==> config.mk <==
export PLATFORM = sky130hd
export DESIGN_NAME = gpr_wb_arbiter
export DESIGN_NICKNAME = d
export VERILOG_FILES = /design/src/rtl/gpr_wb_arbiter_pkg.sv /design/src/rtl/gpr_wb_arbiter_fifo.sv /design/src/rtl/gpr_wb_arbiter.sv
export SDC_FILE = /design/constraint.sdc
export NUM_CORES = 1
export LEC_CHECK = 0
export CAP_MARGIN = 20
export CORE_UTILIZATION = 55
export CTS_CLUSTER_SIZE = 16
export DETAILED_ROUTE_END_ITERATION = 6
export MAX_ROUTING_LAYER = met4
export PLACE_DENSITY_LB_ADDON = 0.3
export RECOVER_POWER = 100
export SLEW_MARGIN = 5
export SYNTH_ARGS = -nofsm -noshare
export SYNTH_HDL_FRONTEND = slang
export SYNTH_SLANG_ARGS = --single-unit
==> constraint.sdc <==
create_clock -name clk -period 4.94 [get_ports clk]
set_input_delay 0.494 -clock clk [delete_from_list [all_inputs] [get_ports clk]]
set_output_delay 0.494 -clock clk [all_outputs]
set_load 0.02 [all_outputs]
==> src/rtl/gpr_wb_arbiter_pkg.sv <==
// Shared types and constants for the GPR writeback arbiter.
// Writes are held as {address, byte enables, data}.
package rfPhoenixPkg;

    localparam int TID_MSB = 1;
    localparam int WB_AW   = 5 + TID_MSB + 2;
    localparam int NWBSRC  = 3;

    typedef logic [31:0] value_t;

    localparam int WB_DW = $bits(value_t);

    typedef struct packed {
        logic [WB_AW-1:0] wa;
        logic [3:0]       be;
        value_t           data;
    } wb_req_t;

    // r0 is hardwired to zero, so a write to it must not touch the regfile.
    function automatic logic [3:0] wb_byte_en(wb_req_t req);
        return (req.wa[4:0] == 5'd0) ? 4'b0000 : req.be;
    endfunction

endpackage

==> src/rtl/gpr_wb_arbiter_fifo.sv <==
// Small synchronous FIFO of writeback requests.
// Also exposes which entries are live, for the hazard compare.
module gpr_wb_fifo
    import rfPhoenixPkg::*;
#(
    parameter int DEPTH = 2
) (
    input  logic                              clk,
    input  logic                              rst_n,
    input  logic                              push,
    input  wb_req_t                           push_data,
    input  logic                              pop,
    output wb_req_t                           head,
    output logic                              full,
    output logic                              empty,
    output logic [DEPTH-1:0]                  ent_valid,
    output logic [DEPTH-1:0][WB_AW-1:0]       ent_wa
);

    localparam int IW = $clog2(DEPTH);
    localparam int PW = IW + 1;

    logic [PW-1:0] wr_ptr;
    logic [PW-1:0] rd_ptr;
    logic [PW-1:0] count;
    logic [IW-1:0] offset;
    wb_req_t       mem [DEPTH];

    assign full  = (wr_ptr[IW] != rd_ptr[IW]) && (wr_ptr[IW-1:0] == rd_ptr[IW-1:0]);
    assign empty = (wr_ptr == rd_ptr);
    assign count = wr_ptr - rd_ptr;
    assign head  = mem[rd_ptr[IW-1:0]];

    always_ff @(posedge clk or negedge rst_n) begin
        if (!rst_n) begin
            wr_ptr <= '0;
            rd_ptr <= '0;
        end else begin
            if (push && !full) begin
                wr_ptr <= wr_ptr + 1'b1;
            end
            if (pop && !empty) begin
                rd_ptr <= rd_ptr + 1'b1;
            end
        end
    end

    // Storage needs no reset; liveness comes from the pointers.
    always_ff @(posedge clk) begin
        if (push && !full) begin
            mem[wr_ptr[IW-1:0]] <= push_data;
        end
    end

    // An entry is live when its distance from the read pointer is below the fill count.
    always_comb begin
        offset    = '0;
        ent_valid = '0;
        ent_wa    = '0;
        for (int e = 0; e < DEPTH; e++) begin
            offset       = IW'(e) - rd_ptr[IW-1:0];
            ent_valid[e] = ({1'b0, offset} < count);
            ent_wa[e]    = mem[e].wa;
        end
    end

endmodule

==> src/rtl/gpr_wb_arbiter.sv <==
// Round-robin arbiter that shares the GPR write port between writeback sources,
// with per-source FIFOs, a registered write stage and a read-hazard query.
module gpr_wb_arbiter
    import rfPhoenixPkg::*;
#(
    parameter int NSRC  = NWBSRC,
    parameter int DEPTH = 2,
    parameter int AW    = WB_AW,
    parameter int DW    = WB_DW
) (
    input  logic                clk,
    input  logic                rst_n,
    input  logic [NSRC-1:0]     src_valid,
    output logic [NSRC-1:0]     src_ready,
    input  logic [NSRC*AW-1:0]  src_wa,
    input  logic [NSRC*4-1:0]   src_be,
    input  logic [NSRC*DW-1:0]  src_data,
    output logic [3:0]          rf_wr,
    output logic [AW-1:0]       rf_wa,
    output logic [DW-1:0]       rf_i,
    input  logic [AW-1:0]       chk_ra,
    output logic                chk_hazard,
    output logic                busy
);

    localparam int SW = (NSRC > 1) ? $clog2(NSRC) : 1;

    logic [NSRC-1:0]                    full;
    logic [NSRC-1:0]                    empty;
    logic [NSRC-1:0]                    push;
    logic [NSRC-1:0]                    pop;
    wb_req_t                            heads [NSRC];
    logic [NSRC-1:0][DEPTH-1:0]         ent_valid;
    logic [NSRC-1:0][DEPTH-1:0][AW-1:0] ent_wa;

    logic [SW-1:0] last;
    logic [SW-1:0] grant;
    logic          grant_valid;
    int            idx;
    wb_req_t       head_sel;

    // Ready depends only on stored state, never on a same-cycle pop.
    assign src_ready = ~full;
    assign push      = src_valid & ~full;

    for (genvar s = 0; s < NSRC; s++) begin : g_src
        gpr_wb_fifo #(.DEPTH(DEPTH)) u_fifo (
            .clk       (clk),
            .rst_n     (rst_n),
            .push      (push[s]),
            .push_data ('{wa: src_wa[s*AW +: AW], be: src_be[s*4 +: 4], data: src_data[s*DW +: DW]}),
            .pop       (pop[s]),
            .head      (heads[s]),
            .full      (full[s]),
            .empty     (empty[s]),
            .ent_valid (ent_valid[s]),
            .ent_wa    (ent_wa[s])
        );
    end

    always_comb begin
        grant_valid = 1'b0;
        grant       = '0;
        idx         = 0;
        for (int k = 1; k <= NSRC; k++) begin
            idx = (int'(last) + k) % NSRC;
            if (!grant_valid && !empty[idx]) begin
                grant_valid = 1'b1;
                grant       = SW'(idx);
            end
        end
    end

    always_comb begin
        pop = '0;
        if (grant_valid) begin
            pop[grant] = 1'b1;
        end
    end

    assign head_sel = heads[grant];

    always_ff @(posedge clk or negedge rst_n) begin
        if (!rst_n) begin
            rf_wr <= 4'b0000;
            rf_wa <= '0;
            rf_i  <= '0;
            last  <= SW'(NSRC - 1);
        end else if (grant_valid) begin
            rf_wr <= wb_byte_en(head_sel);
            rf_wa <= head_sel.wa;
            rf_i  <= head_sel.data;
            last  <= grant;
        end else begin
            rf_wr <= 4'b0000;
        end
    end

    // The write-stage term covers the regfile's one-cycle read latency.
    always_comb begin
        chk_hazard = 1'b0;
        if (chk_ra[4:0] != 5'd0) begin
            if ((rf_wr != 4'b0000) && (rf_wa == chk_ra)) begin
                chk_hazard = 1'b1;
            end
            for (int s = 0; s < NSRC; s++) begin
                for (int e = 0; e < DEPTH; e++) begin
                    if (ent_valid[s][e] && (ent_wa[s][e] == chk_ra)) begin
                        chk_hazard = 1'b1;
                    end
                end
            end
        end
    end

    assign busy = (~&empty) || (rf_wr != 4'b0000);

endmodule

==> flow_summary.toml, run 1 <==
[yosys]
synth_top_area_share_pct = 57.04
ys_seq_area_share_pct = 67.49
synth_edf_count = 264
synth_flop_cell = "edfxtp_1"
yosysTopAreaCell = "edfxtp_1"
syn_area_um2 = 13900
syn_avg_cell_area_um2 = 15.53
yosysUniqueCellTypes = 73
syn_inst = 895
ys_top_cells_by_area = "edfxtp_1, dfrtp_1, mux2_2"
synth_seq_cells = 322
syn_nets = 1052
synthArstFlopShare_pct = 18.01
yosysWarnings = 0

[critical_path]
cpPeakStageDelay_ps = 1010
crit_path_top_delay_cell = "a21oi_1"
path_buf_inv = 2
path_max_fanout = 13
path_cells = "inv_1 -> ha_1 -> clkinv_1 -> a21oi_1 -> nor3_4 -> a41oi_1 -> o221ai_1 -> o22ai_1 -> a211oi_1"
critPathCaptureType = "flop"
crit_required_ps = 5210
start_kind = "flop"
cpLargestDelayFamily = "compound AO/OA/AOI/OAI gates"
cp.arrival_ps = 4740
crit_type = "reg -> reg"

[sta]
finalHoldViolations = 0
rsz0062_at_grt = "no"
clock.fmax_ghz = 0.2237
fin_hold_ws_ps = 486.2
setup-tns-final_ps = 0
final.min_clock_period_ps = 4470
slew_headroom_pct = -150.6
final_max_slew_viol_count = 226
worst_slack_ps = 469.6
fin_crit_sh_pct = 90.49
setup_violations = 0
worst_pin_slew_ps = 3759
skew_ps = 26.42

[cts]
ctsHoldBuffers = 0
clk-insertion-delay-late_ps = 520
cts_buffer_depth = 3
htree_levels = 2
cts-root-buf = "clkbuf_16"
cts.sinks = 322
cts_buffers = 34
clk_pin_slew_ps = 60
cts_tree = "done"
post_cts_resized = 0
post_cts_buffers = 0

[die]
rows = 57
ios = 194
fp.dieW_um = 161.0
start_util_pct = 56.65
die_y_um = 161.0
core_area_um2 = 24530
dieArea_um2 = 25910

[pwr]
leakage_uw = 0.006044
design_power_total_uw = 13910
peakVddDrop_mv = 0.5149
power.density_nw_per_um2 = 807.6

[global_route]
grt_max_degree = 78
grt_pass1_vias = 9075
gr-total-overflow = 0
grtUsageTotal_pct = 28.59
grt_pass1_wl_um = 53410
antenna_found_initial = 6

[final_layout]
layout.nets = 1245
register_area_um2 = 9384
synthToLayoutAreaGrowth_pct = 23.92
multiInputGateArea_um2 = 4192
fill_cells = 1675
layout_commonest_cell = "edfxtp_1"
layout-drive-gt1-share_pct = 12.75
stdcell_area_um2 = 17220
final_cell_mix = "edfxtp_1, dlygate4sd3_1, dfrtp_1, mux2i_1, xnor2_1"

[route]
vias = 8814
route.detailed.drc = 0
ant_nets = 0
wirelength_um = 35240
dr.pass1.iters = 5
drt_iter0_markers = 865
via_per_inst = 6.100
routedWlPerCell_um = 24.39

[placed_design]
dpl.hpwl_um = 23700
gp_congestion = 0.9466
port_buffers = 193
preCtsSetupSlack_ps = 1124
placed_cell_area_um2 = 16190

[min_path]
hp-class = "reg -> reg"

[outcome]
violations = "capacitance limit, slew limit"
status = "complete, but fails checks"

[job]
maxCapViolCount = 7
[worst paths after layout]
| check | start | to | slack, ps | cells past startpoint |
|---|---|---|---|---|
| worst max register to register | last[0] | rf_wr[0] | 470 | 9 |
| worst min register to register | g_src[1].u_fifo.wr_ptr[1] | g_src[1].u_fifo.wr_ptr[1] | 490 | 1 |
| min in group asynchronous | rst_n | g_src[0].u_fifo.wr_ptr[0] | 1380 | 2 |
| max in group asynchronous | rst_n | g_src[2].u_fifo.rd_ptr[0] | 1170 | 2 |
| worst min-delay path | g_src[1].u_fifo.wr_ptr[1] | g_src[1].u_fifo.wr_ptr[1] | 490 | 1 |
| worst max-delay path | last[0] | rf_wr[0] | 470 | 9 |
[cell families (layout without fill, tap and decap cells)]
kind of cell	count (synthesis)	after routing	synth area share, %
buf+inv	73	292	2.404
mux	99	99	7.553
other cells	0	7	0
flops	322	322	67.49
simple gates	131	131	5.717
compound gates	187	187	11.17
fa+ha+maj	12	12	1.080
xor+xnor	71	71	4.582
[sequential cells by signal (all words and copies together) (netlist names)]
register	count
g_src.u_fifo.wr_ptr	6
rf_wr	4
last	2
rf_i	32
g_src.u_fifo.mem	264
g_src.u_fifo.rd_ptr	6
rf_wa	8
[synth_stat cells (2+ instances only)]
library cell / count
nand2_1: 14
a21oi_1: 16
o21ai_0: 14
a22oi_1: 3
a21oi_2: 2
a221o_1: 32
nor2b_1: 34
buf_2: 10
o31ai_1: 2
mux2_2: 47
a32oi_1: 5
nor3_1: 6
xnor2_1: 50
o2111ai_1: 3
a21o_1: 2
a31oi_1: 3
dfrtp_1: 57
mux2i_1: 52
edfxtp_1: 264
a211oi_1: 46
inv_1: 14
buf_1: 4
nand4_1: 10
o221ai_1: 3
ha_1: 12
nand3_1: 13
o22ai_1: 3
nor3_4: 2
nand2b_1: 5
nor4_1: 8
nor3_2: 2
nor2_1: 21
xor2_1: 19
nor4_4: 2
clkbuf_1: 36
buf_6: 6
o211ai_1: 3
and3_1: 3
a221oi_1: 32
o21ai_1: 2
[power breakdown]
| part | internal, uW | switching [uW] | total (uW) |
|---|---|---|---|
| registers | 4100 | 407 | 4510 |
| clock network | 1470 | 1030 | 2500 |
| logic | 2580 | 4320 | 6900 |
| total | 8160 | 5750 | 13900 |
[stage by stage]
stage	utilization [%]	cells
floorplan	-	895
global placement	65.99	1375
detailed placement	65.99	1375
CTS	70.53	1437
global route	70.19	1444
finish	70.20	1445
[final cells by class]
type / instances / share of cell area, %
repair buffers: 213 / 11.88
clock buffers: 52 / 5.863
clock inverters: 10 / 0.5957
diodes: 7 / 0.1017
inverters: 17 / 0.3850
multi-input cells: 500 / 24.34
well taps: 324 / 2.354
flip-flops and latches: 322 / 54.49
[layer usage]
layer | GRT usage (%) | wire length (um)
met5 | - | 0
met4 | 9.305 | 835
met3 | 5.940 | 2850
met2 | 43.01 | 16560
met1 | 39.17 | 14990
[worst register-to-register path, cell delays in order (launching register included)]
cell      delay, ps
dfrtp_1         350
inv_1            70
ha_1            630
clkinv_1        400
a21oi_1        1010
nor3_4           80
a41oi_1         940
o221ai_1        240
o22ai_1         380
a211oi_1        140
No activity file was read; power rests on OpenSTA's default activity.
==> run 2: changes to the inputs <==
- CAP_MARGIN: 20 -> unset
==> run 2 against run 1 <==
- the run still ends with capacitance limit, slew limit left
- clock power about the same
- critical path depth did not move
- global-route usage did not move
- utilization hardly changed
- routed wire length is essentially flat
- die area unchanged
- highest routed layer unchanged
==> flow_summary.toml, run 2 (synthesis gave the netlist of run 1 again) <==
[job]
maxCapViolCount = 7

[pwr]
peakVddDrop_mv = 0.5126
design_power_total_uw = 13900
p_clk_share_pct = 18.0
power.density_nw_per_um2 = 807.0
intPower_uw = 8159
leakage_uw = 0.006042
power_switching_uw = 5738
combPwrFrac_pct = 49.6
seq_power_share_pct = 32.5
switching_share_pct = 41.29

[route]
via_per_inst = 6.101
vias = 8810
wirelength_um = 35220
routedWlPerCell_um = 24.39
ant_nets = 0
route.detailed.drc = 0
drt_iter0_markers = 811
dr.pass1.iters = 5

[global_route]
gr-usage-met2_pct = 43.01
met3_usage_pct = 5.940
antenna_found_initial = 6
grt_max_degree = 78
grt_pass1_wl_um = 53410
grtUsageTotal_pct = 28.59
grt_pass1_vias = 9075
busiest_layer = "met2"
gr-usage-met1_pct = 39.17
gr-total-overflow = 0

[critical_path]
reg2regPathDepth = 9
path_buf_inv = 2
crit_path_top_delay_cell = "a21oi_1"
path_cells = "inv_1 -> ha_1 -> clkinv_1 -> a21oi_1 -> nor3_4 -> a41oi_1 -> o221ai_1 -> o22ai_1 -> a211oi_1"
crit_type = "reg -> reg"
cpLargestDelayFamily = "compound AO/OA/AOI/OAI gates"
start_kind = "flop"
crit_required_ps = 5220
cpPeakStageDelay_ps = 970
cp.depth = 9
cp.arrival_ps = 4690
critPathCaptureType = "flop"
path_max_fanout = 13

[placed_design]
dpl.hpwl_um = 23700
gp_congestion = 0.9466
port_buffers = 193
preCtsSetupSlack_ps = 1124
placed_cell_area_um2 = 16190

[die]
ios = 194
start_util_pct = 56.65
rows = 57
core_area_um2 = 24530
dieArea_um2 = 25910
fp.dieW_um = 161.0
die_y_um = 161.0

[cts]
ctsHoldBuffers = 0
cts_buffers = 34
clk-insertion-delay-late_ps = 520
post_cts_resized = 0
post_cts_buffers = 0
clk_pin_slew_ps = 60
cts_tree = "done"
cts_buffer_depth = 3
cts-root-buf = "clkbuf_16"
htree_levels = 2
cts.sinks = 322

[sta]
rsz0062_at_grt = "no"
fin_crit_sh_pct = 89.36
skew_ps = 25.89
final.min_clock_period_ps = 4414
worst_pin_slew_ps = 3693
worst_slack_ps = 525.6
finalHoldViolations = 0
slew_headroom_pct = -146.2
final_max_slew_viol_count = 244
setup-tns-final_ps = 0
setup_violations = 0
clock.fmax_ghz = 0.2265

[outcome]
violations = "capacitance limit, slew limit"
status = "complete, but fails checks"

[final_layout]
fill_cells = 1674
final_cell_mix = "edfxtp_1, dlygate4sd3_1, dfrtp_1, mux2i_1, xnor2_1"
layout_commonest_cell = "edfxtp_1"
layout-drive-gt1-share_pct = 12.85
stdcell_area_um2 = 17220
largest_register_ffs = 264
synthToLayoutAreaGrowth_pct = 23.91
layout.nets = 1244

[min_path]
hp-class = "reg -> reg"
holdPathStages = 1
## run 2: cell types whose count changed in the layout (fill, tap and decap cells not counted), sizes merged
cell | previous run | this run
clkbuf | 62 | 61
## run 2: power groups by stage
stage	Clock [uW]	Sequential, uW	Combinational, uW
floorplan	0	4670	4650
global placement	0	4500	6830
detailed placement	0	4530	7000
CTS	2530	4500	7050
global route	2640	4580	7390
finish	2500	4510	6890
## run 2: final timing paths
check	slack [ps]	endpoint	from
setup / recovery	530	rf_wr[0]	last[0]
hold / removal	490	g_src[1].u_fifo.wr_ptr[1]	g_src[1].u_fifo.wr_ptr[1]
setup reg to reg	530	rf_wr[0]	last[0]
hold reg to reg	490	g_src[1].u_fifo.wr_ptr[1]	g_src[1].u_fifo.wr_ptr[1]
max in group asynchronous	1240	g_src[2].u_fifo.rd_ptr[0]	rst_n
min in group asynchronous	1360	g_src[0].u_fifo.wr_ptr[0]	rst_n
## run 2: through the flow
step / hold WS (ps) / utilization (%) / std cells
after floorplan: 198.4 / - / 895
after global placement: 474.6 / 65.99 / 1375
after detailed placement: 478.5 / 65.99 / 1375
after CTS: 212.2 / 70.53 / 1437
after global routing: 505.3 / 70.19 / 1443
final: 488.5 / 70.20 / 1444
## run 2: area by class of cell
| cell class | instances | area, um^2 | share of cell area, % |
|---|---|---|---|
| well taps | 324 | 405.4 | 2.354 |
| clock inverters | 10 | 102.6 | 0.5958 |
| diodes | 7 | 17.52 | 0.1017 |
| repair buffers | 212 | 2042 | 11.86 |
| multi-input cells | 500 | 4194 | 24.35 |
| clock buffers | 52 | 1010 | 5.863 |
| flip-flops and latches | 322 | 9384 | 54.49 |
| inverters | 17 | 66.31 | 0.3851 |
## run 2: metal layers
metal	vias to the layer above	wire length [um]
li1	3944	-
met1	4379	14800
met2	426	16580
met3	61	3041
met4	0	807
met5	-	0
